==> src/rtl/cpu_pkg.sv <==
// Types and constants shared between the fetch unit and the control decoder.
package cpu_pkg;

  localparam logic [31:0] RESET_PC_DEFAULT = 32'hBFC0_0000;
  localparam logic [31:0] NOP_INSTR        = 32'h0000_0013;  // addi x0,x0,0

  typedef enum logic [6:0] {
    OP_LOAD   = 7'h03,
    OP_IMM    = 7'h13,
    OP_AUIPC  = 7'h17,
    OP_STORE  = 7'h23,
    OP_REG    = 7'h33,
    OP_LUI    = 7'h37,
    OP_BRANCH = 7'h63,
    OP_JALR   = 7'h67,
    OP_JAL    = 7'h6F
  } opcode_t;

  typedef enum logic [1:0] {
    FETCH = 2'd0,
    HOLD  = 2'd1,
    TRAP  = 2'd2
  } fetch_state_t;

endpackage

==> src/rtl/pc_fetch_unit_next_pc_calc.sv <==
// Next-PC selection: JALR target beats JAL, which beats a taken branch, else PC+4.
module next_pc_calc #(
  parameter int ADDR_WIDTH = 32
) (
  input  logic [ADDR_WIDTH-1:0] pc_i,
  input  logic [ADDR_WIDTH-1:0] imm_ext_i,
  input  logic [ADDR_WIDTH-1:0] alu_result_i,
  input  logic                  branch_i,
  input  logic                  jlink_i,
  input  logic                  pcsrcreg_i,
  input  logic                  zero_i,
  output logic [ADDR_WIDTH-1:0] next_pc_o,
  output logic [ADDR_WIDTH-1:0] pc_plus4_o,
  output logic                  misalign_o
);

  logic [ADDR_WIDTH-1:0] rel_target;

  assign pc_plus4_o = pc_i + ADDR_WIDTH'(4);
  assign rel_target = pc_i + imm_ext_i;

  // NOTE: the output gets a default first so no path through the mux can infer a latch.
  always_comb begin
    next_pc_o = pc_plus4_o;
    if (pcsrcreg_i) begin
      next_pc_o = {alu_result_i[ADDR_WIDTH-1:1], 1'b0};
    end else if (jlink_i || (branch_i && zero_i)) begin
      next_pc_o = rel_target;
    end
  end

  assign misalign_o = |next_pc_o[1:0];

endmodule

==> src/rtl/pc_fetch_unit.sv <==
// Fetch stage: holds the PC, fetches one instruction at a time over req/ack and
// retires it into the next PC; a misaligned target parks the unit in TRAP.
module pc_fetch_unit
  import cpu_pkg::*;
#(
  parameter int                    ADDR_WIDTH  = 32,
  parameter int                    INSTR_WIDTH = 32,
  parameter logic [ADDR_WIDTH-1:0] RESET_PC    = RESET_PC_DEFAULT
) (
  input  logic                   clk_i,
  input  logic                   rst_n_i,
  input  logic                   stall_i,
  input  logic                   branch_i,
  input  logic                   jlink_i,
  input  logic                   pcsrcreg_i,
  input  logic                   zero_i,
  input  logic [ADDR_WIDTH-1:0]  imm_ext_i,
  input  logic [ADDR_WIDTH-1:0]  alu_result_i,
  output logic                   imem_req_o,
  output logic [ADDR_WIDTH-1:0]  imem_addr_o,
  input  logic                   imem_ack_i,
  input  logic [INSTR_WIDTH-1:0] imem_rdata_i,
  output logic [INSTR_WIDTH-1:0] instr_o,
  output logic [6:0]             opcode_o,
  output logic                   instr_valid_o,
  output logic [ADDR_WIDTH-1:0]  pc_o,
  output logic [ADDR_WIDTH-1:0]  pc_plus4_o,
  output logic                   misaligned_o
);

  localparam logic [INSTR_WIDTH-1:0] NOP = INSTR_WIDTH'(NOP_INSTR);

  fetch_state_t           state_q;
  logic [ADDR_WIDTH-1:0]  pc_q;
  logic [INSTR_WIDTH-1:0] instr_q;
  logic                   valid_q;
  logic                   req_q;
  logic                   misaligned_q;

  logic [ADDR_WIDTH-1:0]  next_pc_d;
  logic                   misalign_d;

  next_pc_calc #(
    .ADDR_WIDTH (ADDR_WIDTH)
  ) u_next_pc (
    .pc_i         (pc_q),
    .imm_ext_i    (imm_ext_i),
    .alu_result_i (alu_result_i),
    .branch_i     (branch_i),
    .jlink_i      (jlink_i),
    .pcsrcreg_i   (pcsrcreg_i),
    .zero_i       (zero_i),
    .next_pc_o    (next_pc_d),
    .pc_plus4_o   (pc_plus4_o),
    .misalign_o   (misalign_d)
  );

  // The request is registered so it stays low through reset and rises on the
  // first edge after release; an ack only counts against a raised request.
  // NOTE: all state here uses non-blocking assignments so every register
  // samples pre-edge values regardless of statement order.
  always_ff @(posedge clk_i or negedge rst_n_i) begin
    if (!rst_n_i) begin
      state_q      <= FETCH;
      pc_q         <= RESET_PC;
      instr_q      <= NOP;
      valid_q      <= 1'b0;
      req_q        <= 1'b0;
      misaligned_q <= 1'b0;
    end else begin
      case (state_q)
        FETCH: begin
          if (req_q && imem_ack_i) begin
            instr_q <= imem_rdata_i;
            valid_q <= 1'b1;
            req_q   <= 1'b0;
            state_q <= HOLD;
          end else begin
            req_q <= 1'b1;
          end
        end
        HOLD: begin
          if (!stall_i) begin
            instr_q <= NOP;
            valid_q <= 1'b0;
            if (misalign_d) begin
              misaligned_q <= 1'b1;
              state_q      <= TRAP;
            end else begin
              pc_q    <= next_pc_d;
              req_q   <= 1'b1;
              state_q <= FETCH;
            end
          end
        end
        TRAP: begin
          req_q <= 1'b0;
        end
        default: begin
          req_q   <= 1'b0;
          state_q <= TRAP;
        end
      endcase
    end
  end

  assign imem_req_o    = req_q;
  assign imem_addr_o   = pc_q;
  assign pc_o          = pc_q;
  assign instr_o       = instr_q;
  assign opcode_o      = instr_q[6:0];
  assign instr_valid_o = valid_q;
  assign misaligned_o  = misaligned_q;

endmodule

==> config.mk <==
export PLATFORM = sky130hd
export DESIGN_NAME = pc_fetch_unit
export DESIGN_NICKNAME = d
export VERILOG_FILES = /design/src/rtl/cpu_pkg.sv /design/src/rtl/pc_fetch_unit_next_pc_calc.sv /design/src/rtl/pc_fetch_unit.sv
export SDC_FILE = /design/constraint.sdc
export NUM_CORES = 1
export LEC_CHECK = 0
export CORE_ASPECT_RATIO = 1.5
export CORE_MARGIN = 8
export CORE_UTILIZATION = 38
export CTS_CLUSTER_DIAMETER = 40
export CTS_CLUSTER_SIZE = 16
export DETAILED_ROUTE_END_ITERATION = 10
export HOLD_SLACK_MARGIN = 0.12
export PLACE_DENSITY = 0.85
export RECOVER_POWER = 50
export REMOVE_ABC_BUFFERS = 1
export SLEW_MARGIN = 20
export SYNTH_ARGS = -nofsm -noshare
export SYNTH_HDL_FRONTEND = slang
export SYNTH_SLANG_ARGS = --single-unit
export TNS_END_PERCENT = 5
==> constraint.sdc <==
create_clock -name clk_i -period 2.3 [get_ports clk_i]
set_input_delay 0.46 -clock clk_i [delete_from_list [all_inputs] [get_ports clk_i]]
set_output_delay 0.46 -clock clk_i [all_outputs]
set_load 0.005 [all_outputs]
==> flow_metrics.env <==
export IMPL_status="finished with violations"
export IMPL_violations="max-capacitance violations, max-slew violations, negative setup slack"
export IMPL_whs_path_depth=1
export IMPL_power_frac_comb=0.169
export IMPL_crit_fanout=4
export IMPL_grt_pass1_wl_um=41800
export IMPL_holdPathEnd="misaligned_o"
export IMPL_die_y_um=169
export IMPL_critPathCaptureType="register"
export IMPL_wl_um=28400
export IMPL_htreeDepth=3
export IMPL_path_class="reg2reg"
export IMPL_pwr_share_seq=0.395
export IMPL_rsz0062_at_grt="yes"
export IMPL_placed_area_um2=9660
export IMPL_netlist_area_leader_share=0.242
export IMPL_synth_top_cell_by_area="dfrtp_1"
export IMPL_reg2reg_to="imem_addr_o[22]"
export IMPL_synth_seq_area_share=0.295
export IMPL_num_antenna_cells=0
export IMPL_syn_avg_cell_area_um2=8.59
export IMPL_ios=242
export IMPL_start_kind="register"
export IMPL_skew_ns=0.0151
export IMPL_ys_flop_type="dfrtp_1"
export IMPL_nNetsFinal=1247
export IMPL_worst_slew_pin_slew_ns=1.91
export IMPL_vias=7440
export IMPL_drt_initial_drc_count=530
export IMPL_start_util=0.383
export IMPL_switching_share=0.273
export IMPL_fin_crit_ns=2.71
export IMPL_drc=0
export IMPL_cts_hold_buf=0
export IMPL_vias_per_cell=5.64
export IMPL_utilization=0.702
export IMPL_grt_max_degree=70
export IMPL_peakVddDrop_mv=0.467
export IMPL_core_area_um2=15400
export IMPL_async_flop_share=1.00
export IMPL_synth_cells_most_frequent="nand2_1 (78), dfrtp_1 (57), a21oi_1 (45), buf_4 (44), nor2_1 (41)"
export IMPL_slew_headroom=-0.276
export IMPL_rr_startpoint="imem_addr_o[0]"
export IMPL_fin_ws_ns=-0.414
export IMPL_ys_ff_latch=69
export IMPL_ant_nets=0
export IMPL_firstDrtPassIters=5
export IMPL_grt_pass1_vias=7660
export IMPL_internal_power_uw=2240
export IMPL_crit_required_ns=2.55
export IMPL_power_leakage_uw=0.00511
export IMPL_finalWeightedCongestion=0.980
export IMPL_hpwl_um=20700
export IMPL_num_rows=56
export IMPL_max_freq_mhz=368
export IMPL_hold_class="reg2reg"
export IMPL_antenna_found_initial=0
export IMPL_cts_tree="yes"
export IMPL_clk_pin_slew_worst_paths_ns=0.06
export IMPL_fin_crit_sh=1.18
export IMPL_design_area_um2=10800
export IMPL_timing_final_hold_violations=0
export IMPL_portBuffers=240
export IMPL_clock_path_buffers=2
export IMPL_clock_root_buffer="clkbuf_16"
export IMPL_clock_sinks=69
export IMPL_power_switching_uw=839
export IMPL_dieArea_um2=19900
export IMPL_die_w_um=118
export IMPL_power_uw=3080
export IMPL_r2r_cells=10
export IMPL_critical_path_arrival_ns=2.96
export IMPL_synthTopCellsByArea="dfrtp_1 (24%), ha_1 (6.8%), buf_4 (5.6%)"
export IMPL_slew_viol_final=70
export IMPL_syn_area_um2=5900
export IMPL_min_from="misaligned_o"
export IMPL_clkPwrFrac=0.436
export IMPL_yosys_warnings=0
export IMPL_clk_latency_ns=0.34
export IMPL_yosysMostFrequentCell="nand2_1"
export IMPL_rrSetupSlack_ns=-0.41
export IMPL_maxCapViolations=1
export IMPL_synth_edf_count=0
export IMPL_grt_ovfl_total=0
export IMPL_numCtsBuffers=9
export IMPL_area_growth_pct=83.2
export IMPL_wire_per_inst_um=21.5
export IMPL_synth_distinct_cells=72
export IMPL_cellPowerDensity_nw_per_um2=284
export IMPL_setup_violations=47
export IMPL_grt_usage=0.263
export IMPL_syn_inst=687
export IMPL_drive_gt1_frac=0.347
## routing by layer
layer,up-vias,GRT usage,routed length [µm]
li1,3373,-,-
met1,3568,0.274,10000
met2,387,0.479,14900
met3,112,0.0554,1890
met4,0,0.156,1600
met5,-,0,0
## worst max-delay path: stages, from the launching register on
cell	delay, ns
dfrtp_1	0.41
ha_4	0.18
fa_2	0.38
a21o_1	0.24
a221oi_4	0.38
or4_4	0.24
a21oi_4	0.08
buf_6	0.13
o21bai_4	0.17
nor4b_1	0.33
nor3_1	0.10
## state kept, by name, indices dropped and copies added, names as in the netlist
register and cells:
imem_addr_o 32, misaligned_o 1, state_q 2, imem_req_o 1, instr_valid_o 1, instr_o 32
## per-stage QoR
step	worst slack [ns]	hold WS [ns]	setup TNS, ns	instances
floorplan	-0.475	0.164	-7.79	617
global route	-0.508	0.517	-15.06	1318
finish	-0.414	0.477	-10.62	1318
detailed placement	-0.905	0.471	-26.64	1262
CTS	-0.468	0.160	-10.71	1305
global placement	-0.834	0.470	-23.08	1262
## layout make-up
class                      count  area [µm²]
clock buffer                   9         225
clock inverter                 7        50.0
fill                        1153        4600
inverter                      11        41.3
multi-input combinational    537        4210
sequential                    69        1740
tap                          203         254
timing repair buffer         482        4290
## worst max path at each step
stage                        start              end  slack, ns  cells after the start
floorplan           imem_addr_o[0]  imem_addr_o[19]      -0.48                      9
global placement      imm_ext_i[0]  imem_addr_o[30]      -0.83                     11
detailed placement    imm_ext_i[0]  imem_addr_o[30]      -0.90                     11
CTS                 imem_addr_o[9]   pc_plus4_o[23]      -0.47                      7
global route        imem_addr_o[4]   pc_plus4_o[30]      -0.51                      7
finish              imem_addr_o[0]  imem_addr_o[22]      -0.41                     10
## repair_timing
action / 4_1_cts / 5_1_grt
gates resized for setup: 132 / 89
setup buffers: 27 / 16
pin swaps: 32 / 49
setup endpoints to repair: 59 / 57
## cell usage in the layout (no fill, tap or decap), types with 16 or more instances in the layout
cell / synthesis / final
o21ai_0: 29 / 17
nor2_1: 41 / 36
a21oi_1: 45 / 39
ha_1: 32 / 20
a22o_1: 32 / 32
dfrtp_1: 57 / 55
buf_2: 3 / 16
buf_4: 44 / 207
nand2_1: 78 / 75
xnor2_1: 26 / 16
clkdlybuf4s50_1: 0 / 195
nand3_1: 32 / 28
buf_6: 1 / 27
## cell families after synthesis
kind of cell               share of synthesized area
adders and majority gates                     0.0712
DFF                                            0.295
xor gates and xnor gates                      0.0693
buffers and inverters                         0.0867
AOI/OAI and AO/OA                              0.257
muxes                                         0.0102
and+or+nand+nor                                0.211
## power by group through the flow
stage / combinational, µW / sequential, µW / clock, µW
global route: 557 / 1210 / 1400
finish: 521 / 1210 / 1340
floorplan: 136 / 1240 / 0
detailed placement: 484 / 1240 / 0
CTS: 495 / 1210 / 1360
global placement: 477 / 1240 / 0
Note: power is estimated with default switching activity, not from simulation.
